<file path="config.mk">
export PLATFORM = sky130hd
export DESIGN_NAME = ctrl_frame_capturer_flat
export DESIGN_NICKNAME = d
export VERILOG_FILES = /design/src/rtl/ctrl_frame_capturer_if.sv /design/src/rtl/ctrl_frame_capturer.sv /design/src/flat_wrapper.sv
export SDC_FILE = /design/constraint.sdc
export NUM_CORES = 1
export LEC_CHECK = 0
export CORE_UTILIZATION = 55
export CTS_CLUSTER_SIZE = 28
export DETAILED_ROUTE_END_ITERATION = 6
export GPL_TIMING_DRIVEN = 0
export PLACE_DENSITY = 0.77
export SYNTH_ARGS = -nofsm -noshare
export SYNTH_HDL_FRONTEND = slang
export SYNTH_SLANG_ARGS = --single-unit
</file>
<file path="constraint.sdc">
create_clock -name clk -period 2.4 [get_ports clk]
set_input_delay 0.72 -clock clk [delete_from_list [all_inputs] [get_ports clk]]
set_output_delay 0.72 -clock clk [all_outputs]
set_load 0.02 [all_outputs]
</file>
<file path="src/rtl/ctrl_frame_capturer_if.sv">
// picosoc iomem bus bundle for ctrl_frame_capturer.
// The CPU side drives the request; the capturer answers with ready/rdata.
interface ctrl_frame_capturer_if;
  logic        iomem_valid;
  logic        iomem_ready;
  logic [3:0]  iomem_wstrb;
  logic [31:0] iomem_addr;
  logic [31:0] iomem_wdata;
  logic [31:0] iomem_rdata;

  modport master (
    output iomem_valid, iomem_wstrb, iomem_addr, iomem_wdata,
    input  iomem_ready, iomem_rdata
  );

  modport slave (
    input  iomem_valid, iomem_wstrb, iomem_addr, iomem_wdata,
    output iomem_ready, iomem_rdata
  );
endinterface

</file>
<file path="src/rtl/ctrl_frame_capturer.sv">
// Captures one RX frame from the CPU-port FIFO into a 16x32 RAM readable over iomem.
// Optional destination-address filter is built in when CTRL_RX_FILTER_EN is defined.
module ctrl_frame_capturer (
  input  logic       clk,
  input  logic       srst,
  input  logic [7:0] i_fifo_dout,
  input  logic       i_fifo_del,
  input  logic       i_fifo_empty,
  output logic       o_fifo_rden,
  ctrl_frame_capturer_if.slave bus
);

  typedef enum logic [1:0] {
    S_IDLE = 2'd0,
    S_RX   = 2'd1,
    S_DROP = 2'd2,
    S_DONE = 2'd3
  } state_e;

  localparam logic [10:0] CNT_MAX = 11'd2047;

  state_e      state_q, state_d;
  logic        rx_en_q, rx_en_d;
  logic        overflow_q, overflow_d;
  logic [10:0] frame_len_q, frame_len_d;
  logic [7:0]  drop_cnt_q, drop_cnt_d;
  logic [10:0] cnt_q, cnt_d;
  logic        ready_q, ready_d;
  logic [31:0] rdata_q, rdata_d;
  logic [31:0] ram_q [16];

  logic        pop_s, ram_we_s, filter_drop_s;
  logic [10:0] cnt_inc_s;
  logic        bus_acc_s, cfg_sel_s, ram_sel_s, cfg_wr_s, release_s;
  logic        frame_valid_s, busy_s;
  logic [31:0] cfg_word_s;
  logic        unused_s;

`ifdef CTRL_RX_FILTER_EN
  // Broadcast or 802.1D reserved group address 01:80:C2:00:00:0X.
  function automatic logic dest_ok(input logic [31:0] w0, input logic [7:0] b4,
                                   input logic [7:0] b5);
    logic bcast;
    logic rsvd;
    bcast = (w0 == 32'hFFFF_FFFF) && (b4 == 8'hFF) && (b5 == 8'hFF);
    rsvd  = (w0 == 32'h00C2_8001) && (b4 == 8'h00) && (b5[7:4] == 4'h0);
    return bcast | rsvd;
  endfunction

  assign filter_drop_s = (cnt_q == 11'd5) & ~dest_ok(ram_q[0], ram_q[1][7:0], i_fifo_dout);
`else
  assign filter_drop_s = 1'b0;
`endif

  assign unused_s = ^{bus.iomem_addr[23:6], bus.iomem_addr[1:0], bus.iomem_wdata[30:29],
                      bus.iomem_wdata[27:0], bus.iomem_wstrb[2:0]};

  assign bus.iomem_ready = ready_q;
  assign bus.iomem_rdata = rdata_q;

  // Bus decode, config write strobes and registered read data.
  always_comb begin
    frame_valid_s = (state_q == S_DONE);
    busy_s        = (state_q == S_RX) || (state_q == S_DROP);
    cfg_word_s    = {rx_en_q, frame_valid_s, busy_s, 1'b0, overflow_q, 3'b000,
                     drop_cnt_q, 5'b00000, frame_len_q};
    bus_acc_s     = bus.iomem_valid & ~ready_q;
    cfg_sel_s     = (bus.iomem_addr[31:24] == 8'h16);
    ram_sel_s     = (bus.iomem_addr[31:24] == 8'h06);
    cfg_wr_s      = bus_acc_s & cfg_sel_s & bus.iomem_wstrb[3];
    release_s     = cfg_wr_s & bus.iomem_wdata[28];
    ready_d       = bus_acc_s;
    rdata_d       = rdata_q;
    if (bus_acc_s) begin
      if (cfg_sel_s) begin
        rdata_d = cfg_word_s;
      end else if (ram_sel_s) begin
        rdata_d = ram_q[bus.iomem_addr[5:2]];
      end else begin
        rdata_d = 32'd0;
      end
    end else begin
      rdata_d = rdata_q;
    end
  end

  // Capture FSM next state, FIFO pop and status updates.
  always_comb begin
    state_d     = state_q;
    overflow_d  = overflow_q;
    frame_len_d = frame_len_q;
    drop_cnt_d  = drop_cnt_q;
    cnt_d       = cnt_q;
    pop_s       = 1'b0;
    ram_we_s    = 1'b0;
    rx_en_d     = cfg_wr_s ? bus.iomem_wdata[31] : rx_en_q;
    cnt_inc_s   = (cnt_q == CNT_MAX) ? CNT_MAX : (cnt_q + 11'd1);
    case (state_q)
      S_IDLE: begin
        if (rx_en_q & ~i_fifo_empty) begin
          state_d    = S_RX;
          cnt_d      = 11'd0;
          overflow_d = 1'b0;
        end else begin
          state_d = S_IDLE;
        end
      end
      S_RX: begin
        pop_s = ~i_fifo_empty;
        if (pop_s) begin
          ram_we_s = (cnt_q < 11'd64);
          cnt_d    = cnt_inc_s;
          // End of frame wins over the filter so 6-byte frames are kept.
          if (i_fifo_del) begin
            frame_len_d = cnt_inc_s;
            overflow_d  = (cnt_q >= 11'd64);
            state_d     = S_DONE;
          end else if (filter_drop_s) begin
            state_d    = S_DROP;
            drop_cnt_d = (drop_cnt_q == 8'hFF) ? 8'hFF : (drop_cnt_q + 8'd1);
          end else begin
            state_d = S_RX;
          end
        end else begin
          state_d = S_RX;
        end
      end
      S_DROP: begin
        pop_s = ~i_fifo_empty;
        if (pop_s & i_fifo_del) begin
          state_d = S_IDLE;
        end else begin
          state_d = S_DROP;
        end
      end
      S_DONE: begin
        if (release_s) begin
          state_d = S_IDLE;
        end else begin
          state_d = S_DONE;
        end
      end
      default: state_d = S_IDLE;
    endcase
    o_fifo_rden = pop_s & ~srst;
  end

  // State, status and bus response registers.
  always_ff @(posedge clk) begin
    if (srst) begin
      state_q     <= S_IDLE;
      rx_en_q     <= 1'b0;
      overflow_q  <= 1'b0;
      frame_len_q <= 11'd0;
      drop_cnt_q  <= 8'd0;
      cnt_q       <= 11'd0;
      ready_q     <= 1'b0;
      rdata_q     <= 32'd0;
    end else begin
      state_q     <= state_d;
      rx_en_q     <= rx_en_d;
      overflow_q  <= overflow_d;
      frame_len_q <= frame_len_d;
      drop_cnt_q  <= drop_cnt_d;
      cnt_q       <= cnt_d;
      ready_q     <= ready_d;
      rdata_q     <= rdata_d;
    end
  end

  // Capture RAM, written one byte lane per pop.
  always_ff @(posedge clk) begin
    if (srst) begin
      for (int i = 0; i < 16; i++) begin
        ram_q[i] <= 32'd0;
      end
    end else if (ram_we_s) begin
      ram_q[cnt_q[5:2]][{cnt_q[1:0], 3'b000} +: 8] <= i_fifo_dout;
    end
  end

endmodule

</file>
<file path="src/flat_wrapper.sv">
// flat-port wrapper written by rule: the top's interface ports become plain ports
module ctrl_frame_capturer_flat 
  (clk, srst, i_fifo_dout, i_fifo_del, i_fifo_empty, o_fifo_rden, bus_iomem_valid, bus_iomem_wstrb, bus_iomem_addr, bus_iomem_wdata, bus_iomem_ready, bus_iomem_rdata);
  ctrl_frame_capturer_if bus_i ();
  input  logic clk;
  input  logic srst;
  input  logic [7:0] i_fifo_dout;
  input  logic i_fifo_del;
  input  logic i_fifo_empty;
  output logic o_fifo_rden;
  input wire logic [$bits(bus_i.iomem_valid)-1:0] bus_iomem_valid;
  input wire logic [$bits(bus_i.iomem_wstrb)-1:0] bus_iomem_wstrb;
  input wire logic [$bits(bus_i.iomem_addr)-1:0] bus_iomem_addr;
  input wire logic [$bits(bus_i.iomem_wdata)-1:0] bus_iomem_wdata;
  output wire logic [$bits(bus_i.iomem_ready)-1:0] bus_iomem_ready;
  output wire logic [$bits(bus_i.iomem_rdata)-1:0] bus_iomem_rdata;
  assign bus_i.iomem_valid = bus_iomem_valid;
  assign bus_i.iomem_wstrb = bus_iomem_wstrb;
  assign bus_i.iomem_addr = bus_iomem_addr;
  assign bus_i.iomem_wdata = bus_iomem_wdata;
  assign bus_iomem_ready = bus_i.iomem_ready;
  assign bus_iomem_rdata = bus_i.iomem_rdata;
  ctrl_frame_capturer u_core (.clk(clk), .srst(srst), .i_fifo_dout(i_fifo_dout), .i_fifo_del(i_fifo_del), .i_fifo_empty(i_fifo_empty), .o_fifo_rden(o_fifo_rden), .bus(bus_i));
endmodule
</file>
==> reports/summary.txt, run 1 <==
# rows: 78
Period minus WS final: 2408 ps
Residual DRC count: 0
Drt via density: 6.571
Hpwl dp: 53,270 um
RSZ-0062 raised after global routing: true
Design Area, Final: 0.03004 mm2
Htree depth: 2
Yosys reg bits: 571
Per-cell routed wire length: 28.55 um
Placed Instance Area: 0.02675 mm2
First-pass GRT wire length: 113,500 um
Number of global-route vias before repair: 17,648
Layout Skew: 52.72 ps
Min-delay src: u_core.frame_len_q[9]
Die height: 216.6 um
Via Count: 18,135
DR pass1 iterations: 6
Synthesized area: 0.02532 mm2
CTS tree: yes
Fin. max-slew vios: 0
Async set-or-reset flop fraction in the synthesized netlist: 0
Number of setup violations in the final report: 8
Most common cell after layout, fill and taps aside: nor2_1
Period utilization: 1.003
Crit path kind: reg2reg
Status: complete, but fails checks
Synth top area share: 0.6071
Seq/Total Area, Yosys: 0.6538
Bufs and invs on worst path: 0
Maxcap violations: 0
Dominant cell type by area after synthesis: edfxtp_1
Worst R2R Start: u_core.cnt_q[4]
Top cell family by delay on the critical path: simple AND/OR/NAND/NOR gates
Gp weighted congestion: 0.9921
Final Hold Vio Count: 0
Failing checks: setup timing
Slew HR: 0.1910
Die extent in x: 216.6 um
Non-Filler Instances: 2,760
Final #Nets: 2,204
Peak VDD IR: 0.6417 mV
Boundary pin count: 115
Final ANT Viol Nets: 0
Critical Path AT: 2710 ps
Clk_lat worst skew: 650 ps
Cts bufs inserted: 55
Largest net degree at the start of global routing: 17
Mapped Nets: 2,072
Final core utilization: 0.6620
CTS root buf: clkbuf_16
Crit end category: flop
Reg clk slew, reported paths: 60 ps
Hold Path Class: reg2reg
Worst Setup Slack, final: -8.224 ps
Crit path cell chain: nand2b_1, nor2_2, nand2_2, nand2b_4
Number of synthesized flops with an enable pin: 512
Area delta synth->final: 18.63%
Initial DRC Count: 3,113
Syn_area_per_cell: 12.79 um2
Dpl cells: 2,638
Layout cells sized above 1: 0.2219
GRT Residual Overflow: 0
Ys flop type: edfxtp_1
Full die area: 0.04691 mm2
CTS sink count: 571
Ranking of synthesized cells by area: edfxtp_1 61%, nor2_1 8.2%, mux4_2 6.0%
Initial antenna violation count: 1
Leak: 0.01093 uW
Yosys cell types: 50
Total Power: 21,860 uW
Crit-path max cell delay: 640 ps
Slew @ Worst Pin: 1213 ps
Pwr/cell area: 727.7 mW/mm2
CTS Buffer Depth: 3
Worst-path fanout max: 9
Core ar.: 0.04538 mm2
Mapped Cells: 1,980
Yosys warns: 0
Initial core utilization: 0.5580
Total GRT Usage: 0.3358
Crit start category: flop
Worst path slowest cell: nor2_2
Detailed Route WL: 78,790 um
CP Launch Point: u_core.cnt_q[4]
I/O Buffers: 57
Dpl ws: -1652 ps
F_max: 0.4152 GHz
Most frequent cells in the layout: 543 x nor2_1, 512 x edfxtp_1, 140 x mux2i_1
CP required: 2700 ps
metal layers:
layer  vias up  track usage  part of all wire
li1       7505            -                 -
met1      8815       0.4339              0.34
met2      1502       0.5134              0.46
met3       313      0.09726              0.14
met4         0       0.1836             0.065
met5         -            0                 0
state kept, by name, summed over array words and instances, names as in the netlist:
register                flops
u_core.bus.iomem_rdata     32
u_core.bus.iomem_ready      1
u_core.cnt_q               11
u_core.frame_len_q         11
u_core.overflow_q           1
u_core.ram_q              512
u_core.rx_en_q              1
u_core.state_q              2
repair_timing:
action | 4_1_cts | 5_1_grt
pin swaps | 5 | 5
gates resized for setup | 264 | 132
endpoints found under the setup margin | 1068 | 819
setup buffers | 13 | 10
hold buffers | 0 | 0
layout make-up:
class / count / area [um2]
inverter: 43 / 165.2
multi-input combinational: 1241 / 9060
fill: 3082 / 15340
clock buffer: 69 / 1491
clock inverter: 35 / 436.7
timing repair buffer: 81 / 837.1
sequential: 571 / 16560
antenna: 1 / 2.502
buffer: 119 / 739.5
tap: 600 / 750.7
synth_stat cells (23+ instances only):
library cell / instances
a21oi_1: 23
a22oi_1: 60
buf_2: 30
clkbuf_1: 90
dfxtp_1: 59
edfxtp_1: 512
inv_1: 43
mux2i_1: 140
mux4_2: 68
nand2_1: 106
nand2b_1: 70
nand4_1: 33
nor2_1: 552
nor3_1: 29
report_power, final:
group | leakage, uW | internal (uW) | switching, uW
registers | 0.00576 | 11100 | 106
clock network | 0.000946 | 5310 | 3950
logic | 0.00422 | 512 | 893
worst min-delay path: stages, from the launching register on:
cell	delay (ps)
dfxtp_1	310
nand2_1	50
a21oi_1	50
stage by stage:
stage	hold slack, ps	TNS [ps]
after global placement	448.2	-912630
final	460.6	-45.36
after floorplan	431.9	-4880
after CTS	459.8	-750.2
after detailed placement	452.7	-944620
after global routing	480.1	-680.0
worst paths after layout:
check / to / slack (ps) / cells past startpoint
setup / recovery: u_core.ram_q[6][15] / -8 / 4
hold / removal: u_core.frame_len_q[9] / 460 / 2
setup reg to reg: u_core.ram_q[6][15] / -8 / 4
hold reg to reg: u_core.frame_len_q[9] / 460 / 2
logic make-up (layout without fill, tap and decap cells):
group                    after synthesis  in the layout  share of synthesized area
adder cells (fa/ha/maj)               11             11                   0.005435
XOR/XNOR                               3              3                   0.001038
multiplexers                         225            225                     0.1234
flip-flops                           571            571                     0.6538
AND/OR/NAND/NOR                      849            849                     0.1459
AO/OA/AOI/OAI                        153            153                    0.04378
other                                  0              1                          0
buffers and inverters                168            347                    0.02668
(Power assumes the default switching activity.)
==> run 2: changes to the inputs <==
--- a/config.mk
+++ b/config.mk
@@ -5,11 +5,13 @@
 export SDC_FILE = /design/constraint.sdc
 export NUM_CORES = 1
 export LEC_CHECK = 0
+export CORE_ASPECT_RATIO = 0.8
 export CORE_UTILIZATION = 55
 export CTS_CLUSTER_SIZE = 28
 export DETAILED_ROUTE_END_ITERATION = 6
 export GPL_TIMING_DRIVEN = 0
 export PLACE_DENSITY = 0.77
+export SLEW_MARGIN = 25
 export SYNTH_ARGS = -nofsm -noshare
 export SYNTH_HDL_FRONTEND = slang
 export SYNTH_SLANG_ARGS = --single-unit
==> run 2 against run 1 <==
Net effect: the flow still finishes with violations (setup timing); wire length decreased by 0.53%; clock-buffer cell count decreased by 1; register-to-register slack improved by 20 ps; critical path depth increased by 3; hold slack got worse by 13 ps; global-route usage decreased by 0.19 points; setup slack got worse by 34 ps; die area about the same; largest power group unchanged.
==> reports/summary.txt, run 2 (same netlist as run 1, synthesis figures left out) <==
Final #Nets: 2,200 (-0.18%)
I/O Buffers: 57 (unchanged)
Htree depth: 2 (unchanged)
Number of global-route vias before repair: 17,144 (-2.9%)
Via Count: 18,103 (-0.18%)
Detailed Route WL: 78,370 um (-0.53%)
Clk_lat worst skew: 620 ps (-30 ps)
Layout cells sized above 1: 0.2211 (-0.0007751)
Initial DRC Count: 2,967 (-4.7%)
Reg clk slew, reported paths: 60 ps (about the same)
Core ar.: 0.04489 mm2 (-1.1%)
Crit start category: input pin
CTS tree: yes
Total GRT Usage: 0.3338 (-0.001944)
Max FFs per register: 512 (unchanged)
Failing checks: setup timing
Fin. max-slew vios: 0 (unchanged)
Per-cell routed wire length: 28.44 um (-0.38%)
Residual DRC count: 0 (unchanged)
GRT Residual Overflow: 0 (unchanged)
F_max: 0.4094 GHz (-1.4%)
Clk pwr share: 0.401 (-0.022)
Maxcap violations: 0 (unchanged)
Critical Path AT: 2950 ps (+240 ps)
Worst Setup Slack, final: -42.51 ps (-34.28 ps)
Most frequent cells in the layout: 543 x nor2_1, 512 x edfxtp_1, 140 x mux2i_1
Reg2Reg Setup Slack: 10 ps (+20 ps)
Pwr/cell area: 708.7 mW/mm2 (-2.6%)
Boundary pin count: 115 (unchanged)
ANT cells: 0 (-1)
Number of setup violations in the final report: 3 (-5)
Reg power frac: 0.532 (+0.020)
Hpwl dp: 54,660 um (+2.6%)
Crit path kind: in2reg
Area delta synth->final: 17.38%
Hold_buf cts: 0 (unchanged)
CP required: 2900 ps (+200 ps)
CTS root buf: clkbuf_16
Period utilization: 1.018 (+0.01429)
Die height: 193.9 um (-10%)
Slew @ Worst Pin: 1292 ps (+78.43 ps)
Die extent in x: 241.9 um (+12%)
Initial core utilization: 0.5641 (+0.006066)
Final ANT Viol Nets: 0 (unchanged)
Hold Path Class: in2reg
CTS sink count: 571 (unchanged)
Gp weighted congestion: 1.018 (+2.6%)
Layout Skew: 19.24 ps (-33.48 ps)
Biggest register: u_core.ram_q
Crit end category: flop
Largest net degree at the start of global routing: 16 (-1)
Drt via density: 6.569 (about the same)
Full die area: 0.04691 mm2 (about the same)
Pint: 16,240 uW (-4.0%)
Dpl ws: -1613 ps (+39.07 ps)
Period minus WS final: 2443 ps (+34.28 ps)
Initial antenna violation count: 0 (-1)
RSZ-0062 raised after global routing: true
Final Hold Vio Count: 0 (unchanged)
Combinational Power Share: 0.067 (+0.003)
Worst-path fanout max: 10 (+1)
Status: complete, but fails checks
Non-Filler Instances: 2,756 (-0.14%)
Sw frac: 0.2289 (+0.002543)
Peak VDD IR: 0.5614 mV (-13%)
Slew HR: 0.1387 (-0.05229)
CTS Buffer Depth: 3 (unchanged)
DR pass1 iterations: 6 (unchanged)
# rows: 69 (-12%)
Dpl cells: 2,641 (+0.11%)
First-pass GRT wire length: 113,400 um (about the same)
Most common cell after layout, fill and taps aside: nor2_1
Cts bufs inserted: 54 (-1.8%)
Sw Pwr: 4822 uW (-2.6%)
Leak: 0.01059 uW (-3.1%)
## run 2: cell count changes in the layout (fill, tap and decap cells not counted), moves of 5 or more
cell	change
clkdlybuf4s50_1	+7
nand2_2	+15
nand2_1	-8
nand2_4	-7
buf_4	+5
clkinv_2	+6
bufinv_16	-5
## run 2: metrics by stage
step	TNS (ps)	hold WS, ps	total power [uW]	cell area [um2]	utilization
global route	-220.6	450.7	21410	29730	0.6622
finish	-112.0	447.3	21070	29730	0.6622
floorplan	-4880	431.9	12150	25410	-
detailed placement	-942230	447.3	12690	26770	0.5964
CTS	-577.6	446.5	20910	29490	0.6570
global placement	-919230	440.3	12660	26740	0.5956
## run 2: what timing repair did
item / 4_1_cts / 5_1_grt
hold endpoints to repair: 0 / 0
pin swaps: 8 / 5
endpoints found under the setup margin: 1076 / 760
resized for setup: 266 / 105
buffers inserted: 17 / 5
## run 2: area by class of cell
cell class	instances	area, um2
Tap cell	603	754.5
Inverter	43	165.2
Clock inverter	33	244.0
Buffer	117	701.9
Timing Repair Buffer	80	808.3
Multi-Input combinational cell	1241	9029
Fill cell	3169	15170
Clock buffer	68	1465
Sequential cell	571	16560
## run 2: final timing paths
| path | from | endpoint | cells after the start |
|---|---|---|---|
| min | srst | u_core.bus.iomem_ready | 2 |
| max | bus_iomem_addr[2] | u_core.bus.iomem_rdata[29] | 7 |
| min reg2reg | u_core.frame_len_q[9] | u_core.frame_len_q[9] | 2 |
| max reg2reg | u_core.cnt_q[4] | u_core.ram_q[14][2] | 4 |
## run 2: metal layers
layer | vias to the layer above | wire length [um] | share of wire | global-route usage
li1 | 7487 | - | - | -
met1 | 8855 | 29040 | 0.37 | 0.4842
met2 | 1569 | 33790 | 0.43 | 0.4795
met3 | 190 | 12790 | 0.16 | 0.1038
met4 | 2 | 2674 | 0.034 | 0.1095
met5 | - | 73 | 0.00093 | 0.01116
## run 2: worst max-delay path, cell delays in order
cell and delay [ps]:
buf_2 250, buf_2 360, clkbuf_1 860, mux2i_1 400
a22oi_1 130, nand4_1 130, nand3_1 80
## run 2: power by group through the flow
stage	combinational, uW	clock [uW]	sequential (uW)
2_1_floorplan	766	0	11400
5_1_grt	1440	8760	11200
3_3_place_gp	1270	0	11400
4_1_cts	1350	8370	11200
6_report	1410	8460	11200
3_5_place_dp	1280	0	11400
